[src/rtl/uart_pkg.sv]
`default_nettype none
// ============================================================================
// uart_pkg: shared types, constants and baud-divider helper for the UART RX.
// Rev 1.0
// ============================================================================
package uart_pkg;

  typedef enum logic [2:0] {
    IDLE   = 3'd0,
    START  = 3'd1,
    DATA   = 3'd2,
    PARITY = 3'd3,
    STOP   = 3'd4,
    BREAK  = 3'd5
  } uart_rx_state_t;

  localparam int   DATA_BITS  = 8;
  localparam logic IDLE_LEVEL = 1'b1;

  // Clocks per oversample tick, truncated and never below one.
  function automatic int calc_div(input int clk_freq, input int baud, input int os);
    int d;
    d = clk_freq / (baud * os);
    return (d < 1) ? 1 : d;
  endfunction

endpackage
`default_nettype wire

[src/rtl/uart_baud_tick.sv]
`default_nettype none
// ============================================================================
// uart_baud_tick: free-running divide-by-DIV tick, held at zero while disabled.
// Rev 1.0
// ============================================================================
module uart_baud_tick #(
  parameter int DIV = 54
) (
  input  logic clk_i,
  input  logic rst_i,
  input  logic en_i,
  output logic tick_o
);

  localparam int            CW   = (DIV > 1) ? $clog2(DIV) : 1;
  localparam logic [CW-1:0] LAST = CW'(DIV - 1);

  logic [CW-1:0] cnt;

  always_ff @(posedge clk_i or negedge rst_i) begin
    if (!rst_i) begin
      cnt <= '0;
    end else if (!en_i || cnt == LAST) begin
      cnt <= '0;
    end else begin
      cnt <= cnt + CW'(1);
    end
  end

  assign tick_o = en_i && (cnt == LAST);

endmodule
`default_nettype wire

[src/rtl/uart_rx_byte.sv]
`default_nettype none
// ============================================================================
// uart_rx_byte: oversampling 8N1 UART receiver with majority-vote bit decision.
// Define UART_RX_PARITY_EN for 8E1 framing and the parity_err_o port.
// Rev 1.0
// ============================================================================
module uart_rx_byte
  import uart_pkg::*;
#(
  parameter int CLK_FREQ   = 100_000_000,
  parameter int BAUD       = 115200,
  parameter int OVERSAMPLE = 16
) (
  input  logic       clk_i,
  input  logic       rst_i,
  input  logic       rx_i,
  output logic [7:0] data_o,
  output logic       valid_o,
  output logic       busy_o,
`ifdef UART_RX_PARITY_EN
  output logic       parity_err_o,
`endif
  output logic       frame_err_o
);

  localparam int DIV   = calc_div(CLK_FREQ, BAUD, OVERSAMPLE);
  localparam int OS_W  = $clog2(OVERSAMPLE);
  localparam int MID   = OVERSAMPLE / 2;
  localparam int BIT_W = $clog2(DATA_BITS);

  localparam logic [OS_W-1:0]  OS_S0    = OS_W'(MID - 1);
  localparam logic [OS_W-1:0]  OS_S1    = OS_W'(MID);
  localparam logic [OS_W-1:0]  OS_S2    = OS_W'(MID + 1);
  localparam logic [OS_W-1:0]  OS_LAST  = OS_W'(OVERSAMPLE - 1);
  localparam logic [BIT_W-1:0] BIT_LAST = BIT_W'(DATA_BITS - 1);

  uart_rx_state_t       state, state_nxt;
  logic                 sync1, rx_s;
  logic                 tick;
  logic [OS_W-1:0]      os_cnt, os_nxt;
  logic [BIT_W-1:0]     bit_idx, bit_nxt;
  logic [DATA_BITS-1:0] shift, shift_nxt;
  logic [1:0]           samp, samp_nxt;
  logic [7:0]           data_nxt;
  logic                 valid_nxt;
  logic                 ferr_nxt;
  logic                 maj;
  logic                 os_last;
  logic                 parity_ok;

`ifdef UART_RX_PARITY_EN
  logic par_bad, par_bad_nxt, perr_nxt;
  assign parity_ok = ~par_bad;
`else
  assign parity_ok = 1'b1;
`endif

  // rx_i is asynchronous; nothing downstream looks at it directly.
  always_ff @(posedge clk_i or negedge rst_i) begin
    if (!rst_i) begin
      sync1 <= IDLE_LEVEL;
      rx_s  <= IDLE_LEVEL;
    end else begin
      sync1 <= rx_i;
      rx_s  <= sync1;
    end
  end

  uart_baud_tick #(
    .DIV (DIV)
  ) u_tick (
    .clk_i  (clk_i),
    .rst_i  (rst_i),
    .en_i   (state != IDLE),
    .tick_o (tick)
  );

  assign maj     = (samp[0] & samp[1]) | (samp[0] & rx_s) | (samp[1] & rx_s);
  assign os_last = (os_cnt == OS_LAST);

  always_ff @(posedge clk_i or negedge rst_i) begin
    if (!rst_i) state <= IDLE;
    else        state <= state_nxt;
  end

  always_comb begin
    state_nxt = state;
    os_nxt    = os_cnt;
    bit_nxt   = bit_idx;
    shift_nxt = shift;
    samp_nxt  = samp;
    data_nxt  = data_o;
    valid_nxt = 1'b0;
    ferr_nxt  = frame_err_o;
`ifdef UART_RX_PARITY_EN
    par_bad_nxt = par_bad;
    perr_nxt    = parity_err_o;
`endif
    if (state == IDLE) begin
      os_nxt = '0;
      if (rx_s == 1'b0) state_nxt = START;
    end else if (tick) begin
      os_nxt = os_last ? '0 : os_cnt + OS_W'(1);
      if (os_cnt == OS_S0) samp_nxt[0] = rx_s;
      if (os_cnt == OS_S1) samp_nxt[1] = rx_s;
      case (state)
        START: begin
          if (os_cnt == OS_S2 && maj) begin
            state_nxt = IDLE;
          end else if (os_last) begin
            state_nxt = DATA;
            bit_nxt   = '0;
          end
        end
        DATA: begin
          if (os_cnt == OS_S2) shift_nxt = {maj, shift[DATA_BITS-1:1]};
          if (os_last) begin
            if (bit_idx == BIT_LAST) begin
`ifdef UART_RX_PARITY_EN
              state_nxt = PARITY;
`else
              state_nxt = STOP;
`endif
            end else begin
              bit_nxt = bit_idx + BIT_W'(1);
            end
          end
        end
`ifdef UART_RX_PARITY_EN
        PARITY: begin
          if (os_cnt == OS_S2) begin
            par_bad_nxt = maj ^ (^shift);
            if (maj ^ (^shift)) perr_nxt = 1'b1;
          end
          if (os_last) state_nxt = STOP;
        end
`endif
        STOP: begin
          if (os_cnt == OS_S2) begin
            if (maj) begin
              // Leave at mid-stop-bit so a back-to-back start edge is caught.
              state_nxt = IDLE;
              if (parity_ok) begin
                data_nxt  = shift;
                valid_nxt = 1'b1;
                ferr_nxt  = 1'b0;
`ifdef UART_RX_PARITY_EN
                perr_nxt  = 1'b0;
`endif
              end
            end else begin
              ferr_nxt  = 1'b1;
              state_nxt = BREAK;
              os_nxt    = '0;
            end
          end
        end
        BREAK: begin
          // os counts consecutive high ticks here.
          if (!rx_s) os_nxt = '0;
          else if (os_last) state_nxt = IDLE;
        end
        default: state_nxt = IDLE;
      endcase
    end
  end

  always_ff @(posedge clk_i or negedge rst_i) begin
    if (!rst_i) begin
      os_cnt      <= '0;
      bit_idx     <= '0;
      shift       <= '0;
      samp        <= '0;
      data_o      <= 8'h00;
      valid_o     <= 1'b0;
      busy_o      <= 1'b0;
      frame_err_o <= 1'b0;
    end else begin
      os_cnt      <= os_nxt;
      bit_idx     <= bit_nxt;
      shift       <= shift_nxt;
      samp        <= samp_nxt;
      data_o      <= data_nxt;
      valid_o     <= valid_nxt;
      busy_o      <= (state_nxt != IDLE);
      frame_err_o <= ferr_nxt;
    end
  end

`ifdef UART_RX_PARITY_EN
  always_ff @(posedge clk_i or negedge rst_i) begin
    if (!rst_i) begin
      par_bad      <= 1'b0;
      parity_err_o <= 1'b0;
    end else begin
      par_bad      <= par_bad_nxt;
      parity_err_o <= perr_nxt;
    end
  end
`endif

endmodule
`default_nettype wire

[config.mk]
export PLATFORM = sky130hd
export DESIGN_NAME = uart_rx_byte
export DESIGN_NICKNAME = d
export VERILOG_FILES = /design/src/rtl/uart_pkg.sv /design/src/rtl/uart_baud_tick.sv /design/src/rtl/uart_rx_byte.sv
export SDC_FILE = /design/constraint.sdc
export NUM_CORES = 1
export LEC_CHECK = 0
export CAP_MARGIN = 20
export CORE_ASPECT_RATIO = 1.5
export CORE_MARGIN = 2
export CORE_UTILIZATION = 50
export DETAILED_ROUTE_END_ITERATION = 10
export PLACE_DENSITY = 0.7
export SYNTH_ARGS = -nofsm -noshare
export SYNTH_HDL_FRONTEND = slang
export SYNTH_SLANG_ARGS = --single-unit
[constraint.sdc]
create_clock -name clk_i -period 2.2 [get_ports clk_i]
set_clock_uncertainty 0.15 [all_clocks]
set_input_delay 0.33 -clock clk_i [delete_from_list [all_inputs] [get_ports clk_i]]
set_output_delay 0.33 -clock clk_i [all_outputs]
set_load 0.01 [all_outputs]
==> summary.md, run 1 <==
| Metric | Value |
|---|---|
| Post-DP HPWL | 2.46 mm |
| Initial antenna violation count | 0 |
| GPL Wtd Cong | 0.814 |
| XOR/XNOR share of the synthesized area | 2.41% |
| Number of diodes | 0 |
| Maxcap violations | 0 |
| Ys flop type | dfrtp_1 |
| Critical Path Fanout Max | 3 |
| First-pass GRT wire length | 5.55 mm |
| Switch share | 19.4% |
| R2R Setup Slk | 0.10 ns |
| Final hold slack | -0.00653 ns |
| Crit-path max cell delay | 0.46 ns |
| Starting DRC count in detailed routing | 8 |
| Initial Util | 52.8% |
| Tightest Pin Transition | 0.834 ns |
| All-layer global routing usage | 18.8% |
| Worst skew pair latency | 0.28 ns |
| Num CTS Buffers | 5 |
| Largest family of logic cells by synthesized area | simple AND/OR/NAND/NOR gates |
| FF+latch area | 978 µm² |
| Headroom to the max-slew limit | 44.4% |
| CP bufs+invs | 0 |
| Clock root buffer | clkbuf_8 |
| Synth cell types | 42 |
| FF-to-FF path depth | 5 |
| Worst setup path end | bit_idx[2]$_DFFE_PN0P_ |
| Cell count after synthesis | 155 |
| Post-Synth Adder-Cell Area | 5.36% |
| H-tree depth | 2 |
| DRC | 0 |
| Internal Pwr Total | 0.948 mW |
| Outcome | finished with violations |
| I/O Buffers | 13 |
| Layout fillers | 310 |
| Fin. max-slew vios | 0 |
| Final wirelength | 3.17 mm |
| Max Clk Rate | 477 MHz |
| Die height | 77.9 µm |
| Cell Count, Final, Fillers Out | 222 |
| Mux cell area share after synthesis | 11.1% |
| Final TNS setup | 0 ns |
| Die width | 53.3 µm |
| Max clock buf depth | 2 |
| Dpl cell area | 2050 µm² |
| Final instance area | 2130 µm² |
| TritonCTS clock tree | yes |
| CORE AREA | 3450 µm² |
| Clock power frac | 37.1% |
| Total gr overflow | 0 |
| Reg-to-Reg End | bit_idx[2]$_DFFE_PN0P_ |
| Worst setup EP type | flop |
| Seq/Total Area, Yosys | 53.8% |
| Post-route ant nets | 0 |
| EDFF count, synth | 0 |
| Largest delay share family, worst path | simple AND/OR/NAND/NOR gates |
| Clock transition at path regs | 0.07 ns |
| Register bit count reported by yosys | 39 |
| Multi-input logic area | 801 µm² |
| Syn-to-layout area delta | 17.2% |
| Average wire per standard cell | 14.3 µm |
| Post-synthesis compound-gate area fraction | 9.63% |
| PwrDens | 551 nW/µm² |
| Post-Synthesis Cell Area | 1820 µm² |
| Synth warn | 0 |
| Placed insts | 214 |
| Async S/R FF share, synth | 100% |
| Clock sinks | 39 |
| Post-Syn Nets | 165 |
| CP startpoint | bit_idx[0]$_DFFE_PN0P_ |
| Drt via density | 5.54 |
| Crit path arrival time | 2.12 ns |
| Nets | 189 |
| Avg Cell Area, Syn | 11.7 µm² |
| CP max stage cell | or3b_2 |
| Fin crit period | 2.10 ns |
| Cell count along the critical path | 5 |
| Post-Synth Simple-Gate Area | 15.3% |
| Hold_buf cts | 0 |
| Vias in the first global route | 1285 |
| Ratio of final minimum period to clock period | 95.4% |
| Psw | 0.228 mW |
| Cell row count | 26 |
| Via count | 1230 |
| Critical R2R Launch | bit_idx[0]$_DFFE_PN0P_ |
| Number of setup violations in the final report | 0 |
| Share of cells above drive strength 1 | 22.8% |
| Full die area | 4150 µm² |
| Leak pwr | 1.00 nW |
| Most frequent cells in the layout | dfrtp_1 (37), mux2_2 (18), nor2_1 (16) |
| Most common cell after layout, fill and taps aside | dfrtp_1 |
| # IOs | 14 |
| Worst IR Drop VDD | 0.520 mV |
| Worst Hold Class | primary input to asynchronous set/reset pin |
| Failing checks | negative hold slack |
| Critical path class | flop to flop |
| Largest net degree at the start of global routing | 40 |
| Drt pass-1 iters | 4 |
| Worst path most repeated cell | ha_1 |
| RSZ-0062 raised after global routing | no |
| Seq pwr share | 61.5% |
| Combinational group share of total power | 1.4% |
| Critical Path RT | 2.22 ns |
| Critical Path Start Type | flop |
| Crit-path cells | ha_1, ha_1, or3b_2, a21oi_2, mux2_2 |
| Final Hold Viols | 11 |
| Final core occ | 61.8% |
==> registers in the layout, summed over array words and instances (netlist names) <==
| signal | cells |
|---|---|
| rx_s | 1 |
| valid_o | 1 |
| bit_idx | 3 |
| os_cnt | 4 |
| data_o | 8 |
| busy_o | 1 |
| sync1 | 1 |
| shift | 8 |
| samp | 2 |
| u_tick.cnt | 6 |
| state | 3 |
| frame_err_o | 1 |
==> layer usage <==
metal / up-vias / track usage, % / routed length, µm
li1: 595 / - / -
met1: 598 / 17.4 / 1180
met2: 25 / 33.1 / 1740
met3: 12 / 5.58 / 102
met4: 0 / 12.8 / 147
met5: - / 0 / 0
==> worst min path at each step <==
stage | slack [ns] | cells past startpoint | end | startpoint
4_1_cts | 0.02 | 1 | data_o[5]$_DFFE_PN0P_ | rst_i
3_5_place_dp | 0.20 | 0 | rx_s$_DFF_PN1_ | sync1$_DFF_PN1_
5_1_grt | 0.06 | 1 | data_o[5]$_DFFE_PN0P_ | rst_i
6_report | -0.007 | 1 | data_o[5]$_DFFE_PN0P_ | rst_i
2_1_floorplan | -0.12 | 0 | bit_idx[0]$_DFFE_PN0P_ | rst_i
3_3_place_gp | 0.20 | 0 | rx_s$_DFF_PN1_ | sync1$_DFF_PN1_
==> power by group through the flow <==
stage	clock network (mW)	logic, mW	registers, mW
2_1_floorplan	0	0.00104	0.735
3_3_place_gp	0	0.0175	0.736
3_5_place_dp	0	0.0181	0.736
4_1_cts	0.469	0.0183	0.722
5_1_grt	0.496	0.0206	0.722
6_report	0.436	0.0168	0.722
==> cell type report <==
type	instances	area share [%]
timing repair buffer	20	8.92
multi-input combinational	105	37.6
inverter	8	1.41
clock buffer	8	3.76
sequential	39	45.9
tap	42	2.46
==> repair_timing <==
action,CTS,global route
gates resized for setup,0,1
endpoints found under the setup margin,0,3
buffers inserted,0,0
==> stage by stage <==
step	worst slack [ns]	total power [mW]	hold WS, ns
final	0.102	1.18	-0.00653
after CTS	0.0153	1.21	0.0204
after detailed placement	0.0265	0.754	0.199
after floorplan	0.145	0.736	-0.116
after global routing	0.0197	1.24	0.0616
after global placement	0.117	0.753	0.196
==> Yosys cell counts, types with 2 or more instances <==
cell type / count / area, µm²
nand3b_1: 4 / 30.0
xnor2_1: 2 / 17.5
xor2_1: 3 / 26.3
o21ai_1: 3 / 15.0
nor3_1: 2 / 10.0
o21ai_0: 7 / 35.0
a21oi_1: 4 / 20.0
nand3_1: 2 / 10.0
ha_1: 7 / 87.6
dfrtp_1: 37 / 926
nand2_1: 6 / 22.5
inv_1: 8 / 30.0
nand4_1: 2 / 12.5
and3_1: 3 / 18.8
dfstp_2: 2 / 52.6
mux2_2: 18 / 203
a21o_1: 2 / 15.0
nor2_1: 16 / 60.1
o22ai_1: 3 / 18.8
buf_2: 2 / 10.0
==> kinds of logic after synthesis <==
logic type,count (synthesis)
AOI/OAI and AO/OA,26
xor gates and xnor gates,5
adders and majority gates,8
buffers and inverters,11
DFF,39
muxes,18
and+or+nand+nor,48
Power figures use the tool's default switching activity.
==> run 2: changes to the inputs <==
Settings changed: ABC_AREA set to 1, SYNTH_HIERARCHICAL set to 1.
==> summary.md, run 2 <==
| Metric | Value |
|---|---|
| EDFF count, synth | 0 |
| Hold path depth | 0 |
| Seq/Total Area, Yosys | 49.4% |
| Cell count after synthesis | 215 |
| FF-to-FF path depth | 11 |
| Most common cell in the netlist | nand2_1 |
| Layout fillers | 349 |
| Critical Path Fanout Max | 16 |
| FF+latch area | 978 µm² |
| Starting DRC count in detailed routing | 29 |
| Final instance area | 2290 µm² |
| Top post-synthesis cells by area | dfrtp_1 (47%), nand2_1 (11%), o21ai_2 (6.2%) |
| Largest net degree at the start of global routing | 40 |
| List of most frequent post-synthesis cells | nand2_1 (56), dfrtp_1 (37), inv_1 (26) |
| Ys flop type | dfrtp_1 |
| Critical R2R Launch | state[0]$_DFF_PN0_ |
| TritonCTS clock tree | yes |
| Final Power | 1.23 mW |
| Outcome | completed |
| Full die area | 4490 µm² |
| Final core occ | 58.8% |
| Max clock buf depth | 2 |
| Reg-to-Reg End | data_o[0]$_DFFE_PN0P_ |
| Clock transition at path regs | 0.08 ns |
| Final worst slack | 0.189 ns |
| Worst skew pair latency | 0.29 ns |
| I/O Buffers | 13 |
| Initial antenna violation count | 0 |
| Avg Cell Area, Syn | 9.22 µm² |
| Cell row count | 28 |
| Post-Synthesis Cell Area | 1980 µm² |
| Placed insts | 276 |
| Clock sinks | 39 |
| Syn-to-layout area delta | 15.3% |
| Share of cells above drive strength 1 | 23.3% |
| Dpl cell area | 2180 µm² |
| Initial Util | 51.0% |
| Ratio of final minimum period to clock period | 91.4% |
| Hold EP | rx_s$_DFF_PN1_ |
| PwrDens | 540 nW/µm² |
| Die width | 55.4 µm |
| Worst IR Drop VDD | 0.427 mV |
| Num CTS Buffers | 5 |
| Most common cell after layout, fill and taps aside | nand2_1 |
| Final TNS setup | 0 ns |
| Total gr overflow | 0 |
| Headroom to the max-slew limit | 68.2% |
| Min-Delay Startpoint | sync1$_DFF_PN1_ |
| Die height | 81.1 µm |
| Nets | 249 |
| Drt pass-1 iters | 4 |
| Average wire per standard cell | 11.4 µm |
| Worst setup EP type | flop |
| Maxcap violations | 0 |
| Post-DP HPWL | 2.42 mm |
| Register bit count reported by yosys | 39 |
| Fin. max-slew vios | 0 |
| # IOs | 14 |
| Via count | 1390 |
| DRC | 0 |
| Critical Path RT | 2.24 ns |
| Worst Hold Class | flop to flop |
| H-tree depth | 2 |
| First-pass GRT wire length | 5.64 mm |
| Tightest Pin Transition | 0.477 ns |
| Final wirelength | 3.25 mm |
| Post-CTS Setup Bufs | 0 |
| Fin crit period | 2.01 ns |
| GPL Wtd Cong | 0.847 |
| Synth warn | 6 |
| Leak pwr | 1.06 nW |
| Async S/R FF share, synth | 100% |
| Post-synth top area cell | dfrtp_1 |
| Post-route ant nets | 0 |
| Final Hold Viols | 0 |
| Number of diodes | 0 |
| Pre-CTS setup slack | 0.134 ns |
| Critical Path Start Type | flop |
| Yosys top cell area share | 46.7% |
| Largest regs | data_o: 8 flops, shift: 8 flops, u_tick/cnt: 6 flops |
| Cell Count, Final, Fillers Out | 285 |
| R2R Setup Slk | 0.19 ns |
| Drt via density | 4.88 |
| RSZ-0062 raised after global routing | no |
| Multi-input logic area | 880 µm² |
| Max Clk Rate | 497 MHz |
| CORE AREA | 3890 µm² |
| Crit path arrival time | 2.05 ns |
| Final hold slack | 0.208 ns |
| Vias in the first global route | 1270 |
| Most frequent cells in the layout | nand2_1 (56), dfrtp_1 (37), inv_1 (26) |
| Synth cell types | 33 |
| Post-Syn Nets | 225 |
| All-layer global routing usage | 16.0% |
| Number of setup violations in the final report | 0 |
| Clock root buffer | clkbuf_8 |
| Critical path class | flop to flop |
run 2: logic make-up after synthesis:
kind of cell,after synthesis,synth area share (%)
simple gates,106,27.0
flops,39,49.4
compound gates,30,11.4
buf+inv,30,6.50
fa+ha+maj,7,4.42
xor+xnor,3,1.33
run 2: timing repair:
item / in CTS / in global routing
resized for setup: 0 / 1
hold buffers: 1 / 0
endpoints found under the setup margin: 0 / 10
hold endpoints to repair: 37 / 0
run 2: critical path, stage by stage (launching register included):
cell	delay (ns)
dfrtp_1	0.40
nor2_2	0.14
inv_1	0.06
nor2_2	0.18
inv_1	0.11
nor3b_2	0.17
inv_1	0.20
nor2_4	0.09
nand3_4	0.19
inv_1	0.10
nand2_1	0.07
nand2_1	0.04
run 2: layout make-up:
type / count / share of cell area, %
Tap cell: 45 / 2.46
Clock inverter: 3 / 1.04
Multi-Input combinational cell: 146 / 38.5
Sequential cell: 39 / 42.8
Inverter: 28 / 4.65
Timing Repair Buffer: 19 / 7.55
Clock buffer: 5 / 3.01
run 2: power breakdown:
group | switching (mW) | total (mW) | internal, mW
combinational | 0.0142 | 0.0188 | 0.00461
sequential | 0.00183 | 0.721 | 0.720
clock | 0.267 | 0.494 | 0.227
total | 0.283 | 1.23 | 0.951
run 2: routing by layer:
| layer | vias to the layer above | track usage (%) | share of wire, % |
|---|---|---|---|
| met1 | 639 | 19.7 | 47 |
| met4 | 0 | 5.12 | 1.4 |
| li1 | 728 | - | - |
| met3 | 4 | 3.82 | 2.8 |
| met5 | - | 0 | 0 |
| met2 | 19 | 27.9 | 49 |
run 2: worst max path at each step:
stage | end | slack [ns] | startpoint
2_1_floorplan | data_o[2]$_DFFE_PN0P_ | 0.03 | state[0]$_DFF_PN0_
3_3_place_gp | data_o[0]$_DFFE_PN0P_ | 0.17 | u_tick/cnt[1]$_DFF_PN0_
3_5_place_dp | frame_err_o$_DFFE_PN0P_ | 0.13 | u_tick/cnt[1]$_DFF_PN0_
4_1_cts | data_o[0]$_DFFE_PN0P_ | 0.11 | u_tick/cnt[1]$_DFF_PN0_
5_1_grt | data_o[0]$_DFFE_PN0P_ | 0.003 | state[0]$_DFF_PN0_
6_report | data_o[0]$_DFFE_PN0P_ | 0.19 | state[0]$_DFF_PN0_
==> run 3: changes to the inputs <==
==> constraint.sdc (replaced) <==
create_clock -name clk_i -period 2.2 [get_ports clk_i]
set_clock_uncertainty 0.15 [all_clocks]
set_input_delay 0.66 -clock clk_i [delete_from_list [all_inputs] [get_ports clk_i]]
set_output_delay 0.66 -clock clk_i [all_outputs]
set_load 0.01 [all_outputs]
==> summary.md, run 3 (synthesis gave the netlist of run 2 again) <==
| Metric | Value |
|---|---|
| I/O Buffers | 13 |
| Critical Path RT | 1.39 ns |
| Initial antenna violation count | 0 |
| Final Hold Viols | 0 |
| Worst IR Drop VDD | 0.586 mV |
| TritonCTS clock tree | yes |
| Post-DP HPWL | 2.60 mm |
| Headroom to the max-slew limit | 69.5% |
| Cell Count, Final, Fillers Out | 289 |
| Critical Path Fanout Max | 2 |
| Tightest Pin Transition | 0.457 ns |
| Clock sinks | 39 |
| Worst Hold Class | primary input to asynchronous set/reset pin |
| Largest delay share family, worst path | buffers and inverters |
| Most common cell after layout, fill and taps aside | nand2_1 |
| All-layer global routing usage | 16.7% |
| # IOs | 14 |
| Worst setup EP type | primary output |
| GPL Wtd Cong | 0.857 |
| Clock transition at path regs | 0.08 ns |
| Average wire per standard cell | 11.9 µm |
| Drt pass-1 iters | 4 |
| Max clock buf depth | 2 |
| Final wirelength | 3.43 mm |
| H-tree depth | 2 |
| Largest regs | data_o: 8 flops, shift: 8 flops, u_tick/cnt: 6 flops |
| Critical Path Start Type | flop |
| Outcome | completed |
| PwrDens | 522 nW/µm² |
| Crit-path max cell delay | 0.54 ns |
| Post-route ant nets | 0 |
| Largest net degree at the start of global routing | 21 |
| Critical path class | flop to primary output |
| Initial Util | 51.0% |
| Leak pwr | 1.07 nW |
| Num CTS Buffers | 5 |
| Drt via density | 4.94 |
| Total gr overflow | 0 |
| Final TNS setup | 0 ns |
| Ratio of final minimum period to clock period | 91.0% |
| Nets | 253 |
| Via count | 1428 |
| Final core occ | 59.3% |
| Maxcap violations | 0 |
| Share of cells above drive strength 1 | 24.6% |
| Die width | 55.4 µm |
| RSZ-0062 raised after global routing | no |
| Clock root buffer | clkbuf_8 |
| Worst skew pair latency | 0.29 ns |
| CORE AREA | 3890 µm² |
| Placed insts | 277 |
| Vias in the first global route | 1311 |
| Most frequent cells in the layout | nand2_1 (56), dfrtp_1 (37), inv_1 (26) |
| DRC | 0 |
| Max Clk Rate | 500 MHz |
| Final Power | 1.20 mW |
| Starting DRC count in detailed routing | 35 |
| Syn-to-layout area delta | 16.4% |
| Crit-path cells | clkdlybuf4s50_1 |
| Layout fillers | 339 |
| Final hold slack | 0.167 ns |
| Full die area | 4490 µm² |
| Die height | 81.1 µm |
| Crit path arrival time | 1.19 ns |
| Cell row count | 28 |
| Number of setup violations in the final report | 0 |
| First-pass GRT wire length | 5.82 mm |
| CP bufs+invs | 1 |
| CP max stage cell | clkdlybuf4s50_1 |
| Number of diodes | 0 |
| Fin crit period | 2.00 ns |
| Fin. max-slew vios | 0 |
[run 3: cell types whose count changed in the layout (fill, tap and decap cells not counted), sizes merged]
cell,before,now
clkinv,1,2
clkbuf,5,6
dlygate4sd3,1,0
inv,28,27
buf,6,11
clkinvlp,2,1
[run 3: metrics by stage]
| step | setup WS [ns] | cell area [µm²] |
|---|---|---|
| 2_1_floorplan | 0.0329 | 1980 |
| 3_3_place_gp | 0.191 | 2190 |
| 3_5_place_dp | 0.158 | 2190 |
| 4_1_cts | 0.135 | 2270 |
| 5_1_grt | 0.0492 | 2310 |
| 6_report | 0.199 | 2310 |
[run 3: path summary, 6_finish.rpt]
| check | startpoint | endpoint | slack [ns] | cells past startpoint |
|---|---|---|---|---|
| setup / recovery | data_o[4]$_DFFE_PN0P_ | data_o[4] | 0.20 | 1 |
| hold / removal | rst_i | shift[0]$_DFFE_PN0P_ | 0.17 | 1 |
| setup reg to reg | u_tick/cnt[1]$_DFF_PN0_ | data_o[4]$_DFFE_PN0P_ | 0.21 | 9 |
| hold reg to reg | sync1$_DFF_PN1_ | rx_s$_DFF_PN1_ | 0.21 | 0 |
| max in group asynchronous | rst_i | rx_s$_DFF_PN1_ | 1.14 | 2 |
| min in group clk_i | sync1$_DFF_PN1_ | rx_s$_DFF_PN1_ | 0.21 | 0 |
[run 3: final cells by class]
cell class / count / area, µm² / share of cell area [%]
Sequential cell: 39 / 978 / 42.4
Clock buffer: 6 / 72.6 / 3.15
Tap cell: 45 / 56.3 / 2.44
Clock inverter: 2 / 12.5 / 0.543
Inverter: 28 / 106 / 4.61
Timing Repair Buffer: 23 / 200 / 8.68
Multi-Input combinational cell: 146 / 880 / 38.1
[run 3: what timing repair did]
action,4_1_cts,5_1_grt
gates resized for setup,0,1
setup endpoints to repair,0,8
hold buffers,0,0
setup buffers,0,4
[run 3: power breakdown]
part | switching (mW) | internal (mW) | leakage (nW)
Sequential | 0.00200 | 0.720 | 0.518
Clock | 0.241 | 0.221 | 0.0412
Combinational | 0.0149 | 0.00461 | 0.514
Total | 0.258 | 0.946 | 1.07
[run 3: metal layers]
metal  track usage (%)  vias up  wire (µm)
met5                 0        -          0
met4              9.51        0         85
met3              4.30        7        118
met2              27.1       24       1700
met1              20.1      657       1520
li1                  -      740          -
